--- config.mk ---
export PLATFORM = sky130hd
export DESIGN_NAME = ultrasonic_ranger_ctrl
export DESIGN_NICKNAME = d
export VERILOG_FILES = /design/src/rtl/ultrasonic_ranger_ctrl.sv
export SDC_FILE = /design/constraint.sdc
export NUM_CORES = 1
export LEC_CHECK = 0
export BUFFER_PORTS_ARGS = -buffer_cell sky130_fd_sc_hd__buf_2
export CAP_MARGIN = 20
export CORE_UTILIZATION = 58
export CTS_CLUSTER_SIZE = 14
export DETAILED_ROUTE_END_ITERATION = 12
export GPL_ROUTABILITY_DRIVEN = 0
export PLACE_DENSITY_LB_ADDON = 0.1
export SYNTH_ARGS = -nofsm -noshare
export SYNTH_HDL_FRONTEND = slang
export SYNTH_SLANG_ARGS = --single-unit
export TNS_END_PERCENT = 1
--- constraint.sdc ---
create_clock -name clk -period 3.1 [get_ports clk]
set_input_delay 0.155 -clock clk [delete_from_list [all_inputs] [get_ports clk]]
set_output_delay 0.155 -clock clk [all_outputs]
set_load 0.01 [all_outputs]
--- src/rtl/ultrasonic_ranger_ctrl.sv ---
// ultrasonic_ranger_ctrl
// Sequences an ultrasonic ranging sensor: it issues a trigger pulse, waits
// for the echo to rise, times the echo width and then holds off before the
// next measurement. Measurements repeat for as long as enable is high.
//
// Ports
//   clk          in   single clock, rising edge
//   rst_n        in   asynchronous active-low reset
//   enable       in   run continuous measurement cycles
//   echo         in   sensor echo, asynchronous to clk
//   trigger      out  sensor trigger pulse, registered
//   echo_cycles  out  last measured echo width in clk cycles, held
//   meas_valid   out  one-cycle pulse when a new result is published
//   meas_timeout out  qualifies meas_valid: echo never came or saturated
//   obstacle     out  held: last published echo_cycles < NEAR_THRESH
//   busy         out  high whenever the controller is not idle
module ultrasonic_ranger_ctrl #(
   parameter int unsigned TRIG_CYCLES    = 1000,
   parameter int unsigned ECHO_WAIT_MAX  = 100000,
   parameter int unsigned ECHO_MAX       = 4000000,
   parameter int unsigned HOLDOFF_CYCLES = 6000000,
   parameter int unsigned NEAR_THRESH    = 58000,
   parameter int unsigned CNT_W          = 24
) (
   input  logic             clk,
   input  logic             rst_n,
   input  logic             enable,
   input  logic             echo,
   output logic             trigger,
   output logic [CNT_W-1:0] echo_cycles,
   output logic             meas_valid,
   output logic             meas_timeout,
   output logic             obstacle,
   output logic             busy
);

   typedef enum logic [2:0] {
      IDLE      = 3'd0,
      TRIG      = 3'd1,
      WAIT_ECHO = 3'd2,
      MEASURE   = 3'd3,
      HOLDOFF   = 3'd4
   } state_t;

   // Terminal counts: each phase ends in the cycle its counter shows LAST.
   localparam logic [CNT_W-1:0] TRIG_LAST = CNT_W'(TRIG_CYCLES - 1);
   localparam logic [CNT_W-1:0] WAIT_LAST = CNT_W'(ECHO_WAIT_MAX - 1);
   localparam logic [CNT_W-1:0] ECHO_LAST = CNT_W'(ECHO_MAX - 1);
   localparam logic [CNT_W-1:0] HOLD_LAST = CNT_W'(HOLDOFF_CYCLES - 1);
   localparam logic [CNT_W-1:0] ECHO_SAT  = CNT_W'(ECHO_MAX);
   localparam logic [CNT_W-1:0] NEAR_TH   = CNT_W'(NEAR_THRESH);
   localparam logic [CNT_W-1:0] CNT_ZERO  = CNT_W'(0);
   localparam logic [CNT_W-1:0] CNT_ONE   = CNT_W'(1);

   state_t           state;
   state_t           state_nx;
   logic [CNT_W-1:0] cnt;
   logic [CNT_W-1:0] cnt_nx;

   logic             echo_m;
   logic             echo_s;
   logic             echo_d;
   logic             echo_rise;

   logic             trigger_nx;
   logic [CNT_W-1:0] echo_cycles_nx;
   logic             meas_valid_nx;
   logic             meas_timeout_nx;
   logic             obstacle_nx;
   logic             busy_nx;

   // Two-flop synchroniser plus a delayed copy for edge detection.
   always_ff @(posedge clk or negedge rst_n) begin
      if (!rst_n) begin
         echo_m <= 1'b0;
         echo_s <= 1'b0;
         echo_d <= 1'b0;
      end else begin
         echo_m <= echo;
         echo_s <= echo_m;
         echo_d <= echo_s;
      end
   end

   // A level already high on WAIT_ECHO entry never produces a rise, so a
   // stale echo must fall and rise again before it is timed.
   assign echo_rise = echo_s & ~echo_d;

   // Next-state and next-output logic.
   always_comb begin
      state_nx        = state;
      cnt_nx          = cnt;
      trigger_nx      = 1'b0;
      echo_cycles_nx  = echo_cycles;
      meas_valid_nx   = 1'b0;
      meas_timeout_nx = 1'b0;
      obstacle_nx     = obstacle;

      case (state)
         IDLE: begin
            if (enable) begin
               state_nx   = TRIG;
               cnt_nx     = CNT_ZERO;
               trigger_nx = 1'b1;
            end
         end

         TRIG: begin
            if (cnt == TRIG_LAST) begin
               state_nx = WAIT_ECHO;
               cnt_nx   = CNT_ZERO;
            end else begin
               cnt_nx     = cnt + CNT_ONE;
               trigger_nx = 1'b1;
            end
         end

         WAIT_ECHO: begin
            // The rise cycle is the first high cycle, so it counts as one.
            if (echo_rise) begin
               state_nx = MEASURE;
               cnt_nx   = CNT_ONE;
            end else if (cnt == WAIT_LAST) begin
               state_nx        = HOLDOFF;
               cnt_nx          = CNT_ZERO;
               echo_cycles_nx  = ECHO_SAT;
               meas_valid_nx   = 1'b1;
               meas_timeout_nx = 1'b1;
               obstacle_nx     = 1'b0;
            end else begin
               cnt_nx = cnt + CNT_ONE;
            end
         end

         MEASURE: begin
            if (!echo_s) begin
               state_nx       = HOLDOFF;
               cnt_nx         = CNT_ZERO;
               echo_cycles_nx = cnt;
               meas_valid_nx  = 1'b1;
               obstacle_nx    = (cnt < NEAR_TH);
            end else if (cnt == ECHO_LAST) begin
               // This high cycle is the ECHO_MAX-th: publish saturation now.
               state_nx        = HOLDOFF;
               cnt_nx          = CNT_ZERO;
               echo_cycles_nx  = ECHO_SAT;
               meas_valid_nx   = 1'b1;
               meas_timeout_nx = 1'b1;
               obstacle_nx     = 1'b0;
            end else begin
               cnt_nx = cnt + CNT_ONE;
            end
         end

         HOLDOFF: begin
            if (cnt == HOLD_LAST) begin
               cnt_nx = CNT_ZERO;
               if (enable) begin
                  state_nx   = TRIG;
                  trigger_nx = 1'b1;
               end else begin
                  state_nx = IDLE;
               end
            end else begin
               cnt_nx = cnt + CNT_ONE;
            end
         end

         default: begin
            state_nx = IDLE;
            cnt_nx   = CNT_ZERO;
         end
      endcase

      busy_nx = (state_nx != IDLE);
   end

   // State, counter and registered outputs.
   always_ff @(posedge clk or negedge rst_n) begin
      if (!rst_n) begin
         state        <= IDLE;
         cnt          <= CNT_ZERO;
         trigger      <= 1'b0;
         echo_cycles  <= CNT_ZERO;
         meas_valid   <= 1'b0;
         meas_timeout <= 1'b0;
         obstacle     <= 1'b0;
         busy         <= 1'b0;
      end else begin
         state        <= state_nx;
         cnt          <= cnt_nx;
         trigger      <= trigger_nx;
         echo_cycles  <= echo_cycles_nx;
         meas_valid   <= meas_valid_nx;
         meas_timeout <= meas_timeout_nx;
         obstacle     <= obstacle_nx;
         busy         <= busy_nx;
      end
   end

endmodule
==> After elaboration in Yosys (flattened, before gate mapping) <==
Index checks and enable logic that the tools add are counted.
{ "op_classes": {"add_sub_neg": 1, "bitwise": 2, "reduce_logical": 4, "order_cmp": 1, "eq_ne": 12, "n_mux": 38} }
{ "ops": {"columns": ["operator", "count"], "rows": [
  ["two-way mux 24 bit", 11],
  ["one-hot mux 24 bit (5 select lines)", 1],
  ["one-hot mux 24 bit (2 select lines)", 1],
  ["adder 24 x 1 -> 24 bit, second input constant", 1],
  ["== test 24 x 10 -> 1 bit, second input constant", 1],
  ["== test 24 x 17 -> 1 bit, second input constant", 1],
  ["== test 24 x 22 -> 1 bit, second input constant", 1],
  ["== test 24 x 23 -> 1 bit, second input constant", 1],
  ["< comparator 24 x 16 -> 1 bit, second input constant", 1],
  ["two-way mux 3 bit", 7],
  ["one-hot mux 3 bit (5 select lines)", 1],
  ["two-way mux 1 bit", 13],
  ["== test 3 x 2 -> 1 bit, second input constant", 2],
  ["!= test 2 bit, second input constant", 3],
  ["one-hot mux 1 bit (2 select lines)", 3],
  ["AND reduction 4 bit", 1],
  ["== test 3 x 1 -> 1 bit, second input constant", 1],
  ["== test 3 bit, second input constant", 1],
  ["zero test 3 bit", 1],
  ["!= test 3 bit, second input constant", 1],
  ["one-hot mux 1 bit (3 select lines)", 1],
  ["nonzero test 3 bit", 1],
  ["nonzero test 2 bit", 1],
  ["AND 1 bit", 1],
  ["inverter 1 bit", 1]
]} }
{ "word_totals": {"regBits": 59, "wordCells": 69, "inputBits": 4, "output_inout_bits": 29} }

==> Depth between registers and ports, before layout <==
Gate-level depths: netlist of run 1.
{ "logic_depth": {"depth_word": 5, "depth_mapped": 9, "mapped_depth_nobuf": 7} }

==> Worst setup path before layout of run 1 <==
No wires, ideal clock.
{ "synth_timing": {"kind": "register -> register", "from": "register cnt[8]", "to": "register echo_cycles[10]", "path_slack_ns": 0.738, "path_stages_with_launch": 10, "setup_time_ns": 0.121, "required_time_ns": 2.979, "n_path_buf": 3, "period_less_slack_ns": 2.362, "t_arrival_ns": 2.241, "path_cell_list": "dfrtp_1 -> buf_6 -> nor4b_1 -> nand4_1 -> or4_4 -> or2_0 -> a21o_1 -> buf_6 -> buf_8 -> a22o_1"} }
{ "synth_via": {"elab_chain_len": 3, "word_cells_on_any_way": 5, "classes_between": "eq/ne: 4; reduce/logical: 1"} }
{ "synth_rtl": {"columns": ["element", "line", "rtl"], "rows": [
  ["start: declaration", "57", "logic [CNT_W-1:0] cnt;"],
  ["start signal: assignment", "191", "cnt <= cnt_nx;"],
  ["== test 24 x 22 -> 1 bit / == test 24 x 17 -> 1 bit (equally long branches)", "142, 123", null],
  ["!= test 3 bit (no source line) / != test 2 bit (equally long branches)", null, null],
  ["AND reduction 4 bit (no source line) (*)", null, null],
  ["end signal: assignment", "193", "echo_cycles <= echo_cycles_nx;"],
  ["end: declaration", "30", "output logic [CNT_W-1:0] echo_cycles,"]
]} }
Every way passes the cells marked *; elsewhere a longest branch is shown, timed or not.
A chain may end at the register's enable or synchronous reset.

==> Worst setup path after layout of run 1 <==
{ "layout_timing": {"from": "register cnt[19]", "to": "register echo_cycles[19]"} }
{ "layout_via": {"elab_chain_len": 3, "word_cells_on_any_way": 7, "classes_between": "eq/ne: 4; mux: 2; reduce/logical: 1"} }
{ "layout_rtl": {"columns": ["element", "line"], "rows": [
  ["== test 24 x 22 -> 1 bit / == test 24 x 17 -> 1 bit (equally long branches)", "142, 123"],
  ["!= test 3 bit (no source line) / != test 2 bit (equally long branches)", null],
  ["AND reduction 4 bit (no source line)", null]
]} }
Parallel ways exist; a longest one is shown, timed or not.

==> run metrics, run 1 <==
status complete, no violations; worst setup margin 315 ps; postcts setup bufs 0; YS warnings 0; Crit Path Category register to register; Initial Utilization 60.5%; crit-path leading delay family simple AND/OR/NAND/NOR gates; area delta synth->final 14.4%; final setup skew 6.73 ps; fin crit period 2790 ps; P_sw 0.320 mW; slew margin rel. 54.8%; Worst Setup EP echo_cycles[19]; power share of the combinational group 1.7%; design area 3560 um2; multi-input logic area 1500 um2; Net Sw Frac 22.1%; MaxCap Viol Count 0; worst r2r src cnt[19]; Worst path slowest cell nor4bb_1; peak supply drop 0.367 mV; Placed Area 3360 um2; root buf cell clkbuf_8; nets 386; remaining global-route overflow 0; Core Rows 26; reg2reg setup slack 310 ps; Most used DFF post-synth dfrtp_1; Post-synth EDFFs 0; WP data required 3380 ps; Least-Margin Pin Slew 678 ps; Final Util 69.3%; antenna viol nets, final 0; Mean Syn Cell Area 8.99 um2; Synthesized Nets 351; final setup vio count 0; Critical Path Max Stage Delay 610 ps; biggest regs cnt: 24 flops, echo_cycles: 24 flops, state: 3 flops; All-Layer GR Usage 29.9%; Slew Viols, Final 0; Die Ht 75.2 um; Tot Pwr 1.45 mW; f_max 359 MHz; 1st-iter DRT viols 336; CP arrival 3060 ps; Die W 75.2 um; DP HPWL 5.07 mm; DRC errors left 0; Reg power frac 53.5%; setup TNS 0 ps; FF+latch area 1480 um2; die area 5660 um2; reg-to-reg endpoint echo_cycles[19]; Hold Fails Final Rpt 0; Worst Hold Depth 4; Power Internal 1.13 mW; final WL 7.67 mm; largest net degree at the start of global routing 33; first-pass GRT wire length 12.4 mm; clk sinks 59; CP Capture Type register; Async S/R FF share, synth 100%; Worst Path Buf+Inv 2; Port Buffers 32; CP Cell Sequence nor4bb_1 -> nand3_1 -> o41ai_2 -> buf_4 -> nand2_1 -> a21o_1 -> clkinv_1 -> o22a_1; drt wl/cell 16.9 um; Power Dens Cells 406 nW/um2; Clock Latency Late Sink 340 ps; Clock Path Buffers 2; CP Launch Type register; Hold Path Class primary input to register; Yosys reg bits 59; n_diodes 0; # fillers 426; CP max FO 19; Num CTS Buffers 9; register area share after synthesis 47.4%; Yosys cell types 51; leakage power 1.54 nW; RSZ-0062 raised after global routing no; vias per cell 6.12; num ports 33; vias in the first global route 2531; Clk pwr share 44.8%; CTS tree yes; Mapped Cells 346; Cell Area, Synth 3110 um2; H-tree levels 3; final worst path period share 89.8%; Levels on crit path 8; DR vias 2784; share of post-route cells with drive strength above 1 17.7%; antenna violations before repair 0; core area 5140 um2; Post-Place Setup Slack 344 ps; Critical path origin cnt[19]; worst r2r path cells 8; Reg clk slew, reported paths 60 ps; DR pass1 iterations 5
## worst min path at each step
stage               startpoint        endpoint  slack (ps)
detailed placement       rst_n  echo_cycles[9]         210
global route            enable         trigger         280
global placement         rst_n  echo_cycles[9]         210
floorplan                rst_n            busy        -140
CTS                     enable         trigger         220
finish                  enable         trigger         220
## worst min-delay path: cells and delay by family
family          cells  cell delay [ps]
buf+inv             2              150
simple gates        1               70
compound gates      1              150
## cells in the mapped netlist, types with 2 or more instances
cell type	n	share of area [%]
dfrtp_1	59	47
nand2_1	56	6.8
nor2_1	30	3.6
o22ai_1	20	4.0
a22o_1	17	4.8
clkbuf_1	17	2.1
and2_1	16	3.2
nand3_1	16	2.6
nor3_1	11	1.8
nand4_1	10	2.0
o21ai_0	9	1.4
o22a_1	7	2.0
buf_2	5	0.80
inv_1	5	0.60
nand3b_1	5	1.2
nor2b_1	5	1.0
nor4_1	5	1.0
a21oi_1	4	0.64
and3_1	4	0.80
a21o_1	3	0.72
nand2b_1	3	0.60
nor4b_1	3	0.84
o211ai_1	3	0.72
a211oi_1	2	0.48
buf_6	2	0.72
nand4b_1	2	0.56
o21a_1	2	0.48
or3_1	2	0.40
## logic make-up (layout without fill, tap and decap cells)
kind of cell | Yosys count | after routing | share of synthesized area, %
buffers and inverters | 32 | 71 | 4.90
AO/OA/AOI/OAI | 78 | 78 | 18.5
adder cells (fa/ha/maj) | 1 | 1 | 0.402
flip-flops | 59 | 59 | 47.4
AND/OR/NAND/NOR | 175 | 175 | 28.4
multiplexers | 1 | 1 | 0.362
## routing by layer
layer,global-route usage (%),up-vias,routed length [um]
met2,46.6,146,3610
met1,40.1,1289,3300
li1,-,1324,-
met4,10.9,0,170
met5,0,-,0
met3,8.57,25,590
## layout by cell type, fill, tap and decap left out, types with 5 or more instances in the layout
cell type and count:
dfrtp_1 59, nand2_1 56, buf_2 32, nor2_1 30, o22ai_1 20, a22o_1 17
nand3_1 16, and2_1 16, buf_4 16, clkbuf_8 12, nor3_1 11, nand4_1 10
o21ai_0 9, o22a_1 7, nor2b_1 5, nand3b_1 5, inv_1 5
## final cells by class
class | instances | area share [%]
flip-flops and latches | 59 | 41.5
clock buffers | 13 | 4.74
repair buffers | 50 | 8.43
well taps | 70 | 2.46
multi-input cells | 255 | 42.0
clock inverters | 2 | 0.281
inverters | 6 | 0.632
## power groups by stage
stage	Combinational [mW]	Sequential, mW	Clock (mW)
2_1_floorplan	0.00358	0.788	0
4_1_cts	0.0262	0.774	0.657
3_5_place_dp	0.0243	0.788	0
5_1_grt	0.0297	0.773	0.691
3_3_place_gp	0.0236	0.788	0
6_report	0.0252	0.774	0.648
## timing repair
item,4_1_cts,5_1_grt
endpoints found under the setup margin,0,7
resized for setup,0,1
hold endpoints to repair,28,0
hold buffers,2,0
## through the flow
stage                     hold WS [ps]  std cells
after CTS                          218        455
after global routing               278        455
after detailed placement           210        438
final                              224        455
after floorplan                   -141        346
after global placement             210        438
No activity file was read; power rests on OpenSTA's default activity.
==> run 2, diff against run 1 <==
--- a/config.mk
+++ b/config.mk
@@ -7,7 +7,7 @@
 export LEC_CHECK = 0
 export BUFFER_PORTS_ARGS = -buffer_cell sky130_fd_sc_hd__buf_2
 export CAP_MARGIN = 20
-export CORE_UTILIZATION = 58
+export CORE_UTILIZATION = 50
 export CTS_CLUSTER_SIZE = 14
 export DETAILED_ROUTE_END_ITERATION = 12
 export GPL_ROUTABILITY_DRIVEN = 0
==> run 2 against run 1 <==
Against the previous run:
- worst setup slack better by 76 ps
- fmax is 2.8% higher
- sequential share of layout area is 0.86 points lower
- critical path depth is 1 lower
- via count is 1.3% lower
- first-iteration DRC count is 36% lower
- final cell count is 1.8% higher
- cell area is 2.1% higher
- register-to-register slack better by 80 ps
==> run metrics, run 2 (synthesis results as in run 1) <==
status complete, no violations (unchanged); Port Buffers 32 (unchanged); power share of the combinational group 1.8% (was 1.7%); DRC errors left 0 (unchanged); global routing's busiest layer met2 (unchanged); vias in the first global route 2465 (was 2531); remaining global-route overflow 0 (unchanged); WHS 239 ps (was 224 ps); Clk pwr share 49.8% (was 44.8%); DP HPWL 5.08 mm (was 5.07 mm); All-Layer GR Usage 25.6% (was 29.9%); Num CTS Buffers 9 (unchanged); Net Sw Frac 20.4% (was 22.1%); Post-Place Setup Slack 435 ps (was 344 ps); nets 388 (was 386); GR Util met1 35.4% (was 40.1%); Power Internal 1.27 mW (was 1.13 mW); num ports 33 (unchanged); Hold Fails Final Rpt 0 (unchanged); Worst path slowest cell or4_4 (was nor4bb_1); worst hold path startpoint enable (unchanged); peak supply drop 0.333 mV (was 0.367 mV); CP Capture Type register (unchanged); clk sinks 59 (unchanged); largest net degree at the start of global routing 47 (was 33); Hold Path Class primary input to register (unchanged); CP Cell Sequence nor3_2 -> nand4_1 -> or4_4 -> or2_0 -> a21o_1 -> clkinv_1 -> o22a_1 (was nor4bb_1 -> nand3_1 -> o41ai_2 -> buf_4 -> nand2_1 -> a21o_1 -> clkinv_1 -> o22a_1); worst r2r src cnt[12] (was cnt[19]); commonest cells after routing, fill and taps aside dfrtp_1 (59), nand2_1 (56), buf_2 (32) (unchanged); Reg clk slew, reported paths 70 ps (was 60 ps); Initial Utilization 52.2% (was 60.5%); Tot Pwr 1.60 mW (was 1.45 mW); antenna violations before repair 0 (unchanged); CP Launch Type register (unchanged); WP data required 3370 ps (was 3380 ps); vias per cell 5.94 (was 6.12); final setup vio count 0 (unchanged); final worst path period share 87.4% (was 89.8%); worst r2r path cells 7 (was 8); H-tree levels 3 (unchanged); Crit Path Category register to register (unchanged); share of post-route cells with drive strength above 1 18.3% (was 17.7%); RSZ-0062 raised after global routing no (unchanged); setup TNS 0 ps (unchanged); leakage power 1.58 nW (was 1.54 nW); DR vias 2749 (was 2784); Die Ht 80.9 um (was 75.2 um); drt wl/cell 16.6 um (was 16.9 um); slew margin rel. 52.6% (was 54.8%); worst setup margin 391 ps (was 315 ps); reg2reg setup slack 390 ps (was 310 ps); Post-CTS Resized 0 (unchanged); antenna viol nets, final 0 (unchanged); die area 6540 um2 (was 5660 um2); f_max 369 MHz (was 359 MHz); CP max FO 19 (unchanged); Power Dens Cells 440 nW/um2 (was 406 nW/um2); biggest regs cnt: 24 flops, echo_cycles: 24 flops, state: 3 flops (unchanged); fin crit period 2710 ps (was 2790 ps); core area 5960 um2 (was 5140 um2); P_sw 0.327 mW (was 0.320 mW); final setup skew 9.65 ps (was 6.73 ps); Die W 80.9 um (was 75.2 um); commonest non-fill, non-tap cell in the layout dfrtp_1 (unchanged); Least-Margin Pin Slew 711 ps (was 678 ps); met3 usage 6.63% (was 8.57%); area delta synth->final 16.8% (was 14.4%); Core Rows 28 (was 26); Slew Viols, Final 0 (unchanged); reg-to-reg endpoint echo_cycles[20] (was echo_cycles[19]); DR pass1 iterations 5 (unchanged); final WL 7.71 mm (was 7.67 mm); hold endpoint trigger (unchanged); Reg power frac 48.3% (was 53.5%); met2 Resource Use GR 39.0% (was 46.6%); Clock Path Buffers 2 (unchanged); CP arrival 2980 ps (was 3060 ps); CTS tree yes (unchanged); Worst Hold Depth 4 (unchanged); MaxCap Viol Count 0 (unchanged); root buf cell clkbuf_8 (unchanged); 1st-iter DRT viols 215 (was 336); n_diodes 0 (unchanged); Clock Latency Late Sink 340 ps (about the same); Critical Path Max Stage Delay 560 ps (was 610 ps); first-pass GRT wire length 12.7 mm (was 12.4 mm)
[run 2: cell types whose count changed in the layout (fill, tap and decap cells not counted), sizes merged]
cell / change
clkbuf: -2
clkinv: +1
bufinv: +2
buf: +2
[run 2: critical path, delay by kind of cell (launching register included)]
family                 cells  cell delay [ps]
AOI/OAI and AO/OA          2              600
DFF                        1              470
buffers and inverters      1              270
and+or+nand+nor            4             1290
[run 2: area by class of cell]
class	instances	area (um2)
inverter	6	22.5
timing repair buffer	52	328
tap	75	93.8
clock inverter	5	75.1
clock buffer	11	151
multi-input combinational	255	1490
fill	530	2320
sequential	59	1480
[run 2: how the worst max path moves through the flow]
stage,from,end
5_1_grt,cnt[12],echo_cycles[21]
2_1_floorplan,cnt[8],echo_cycles[10]
3_3_place_gp,cnt[19],echo_cycles[20]
6_report,cnt[12],echo_cycles[20]
4_1_cts,cnt[12],echo_cycles[20]
3_5_place_dp,cnt[12],echo_cycles[20]
[run 2: metrics by stage]
| step | util [%] | instances | instance area, um2 |
|---|---|---|---|
| 3_5_place_dp | 56.6 | 444 | 3370 |
| 5_1_grt | 61.1 | 463 | 3640 |
| 6_report | 61.1 | 463 | 3640 |
| 4_1_cts | 60.5 | 461 | 3610 |
| 2_1_floorplan | - | 346 | 3110 |
| 3_3_place_gp | 56.6 | 444 | 3370 |
[run 2: power groups by stage]
| stage | Combinational [mW] | Clock, mW | Sequential, mW |
|---|---|---|---|
| global placement | 0.0250 | 0 | 0.788 |
| CTS | 0.0266 | 0.814 | 0.773 |
| finish | 0.0296 | 0.797 | 0.774 |
| detailed placement | 0.0255 | 0 | 0.788 |
| floorplan | 0.00358 | 0 | 0.788 |
| global route | 0.0340 | 0.841 | 0.773 |
[run 2: what timing repair did]
item / 4_1_cts / 5_1_grt
setup buffers: 0 / 0
hold buffers: 1 / 1
hold endpoints to repair: 1 / 19
endpoints found under the setup margin: 0 / 0
[run 2: routing by layer]
| layer | routed length [um] | vias to the layer above | share of wire, % |
|---|---|---|---|
| li1 | - | 1328 | - |
| met1 | 3560 | 1315 | 46 |
| met2 | 3600 | 97 | 47 |
| met3 | 449 | 9 | 5.8 |
| met4 | 95 | 0 | 1.2 |
| met5 | 0 | - | 0 |
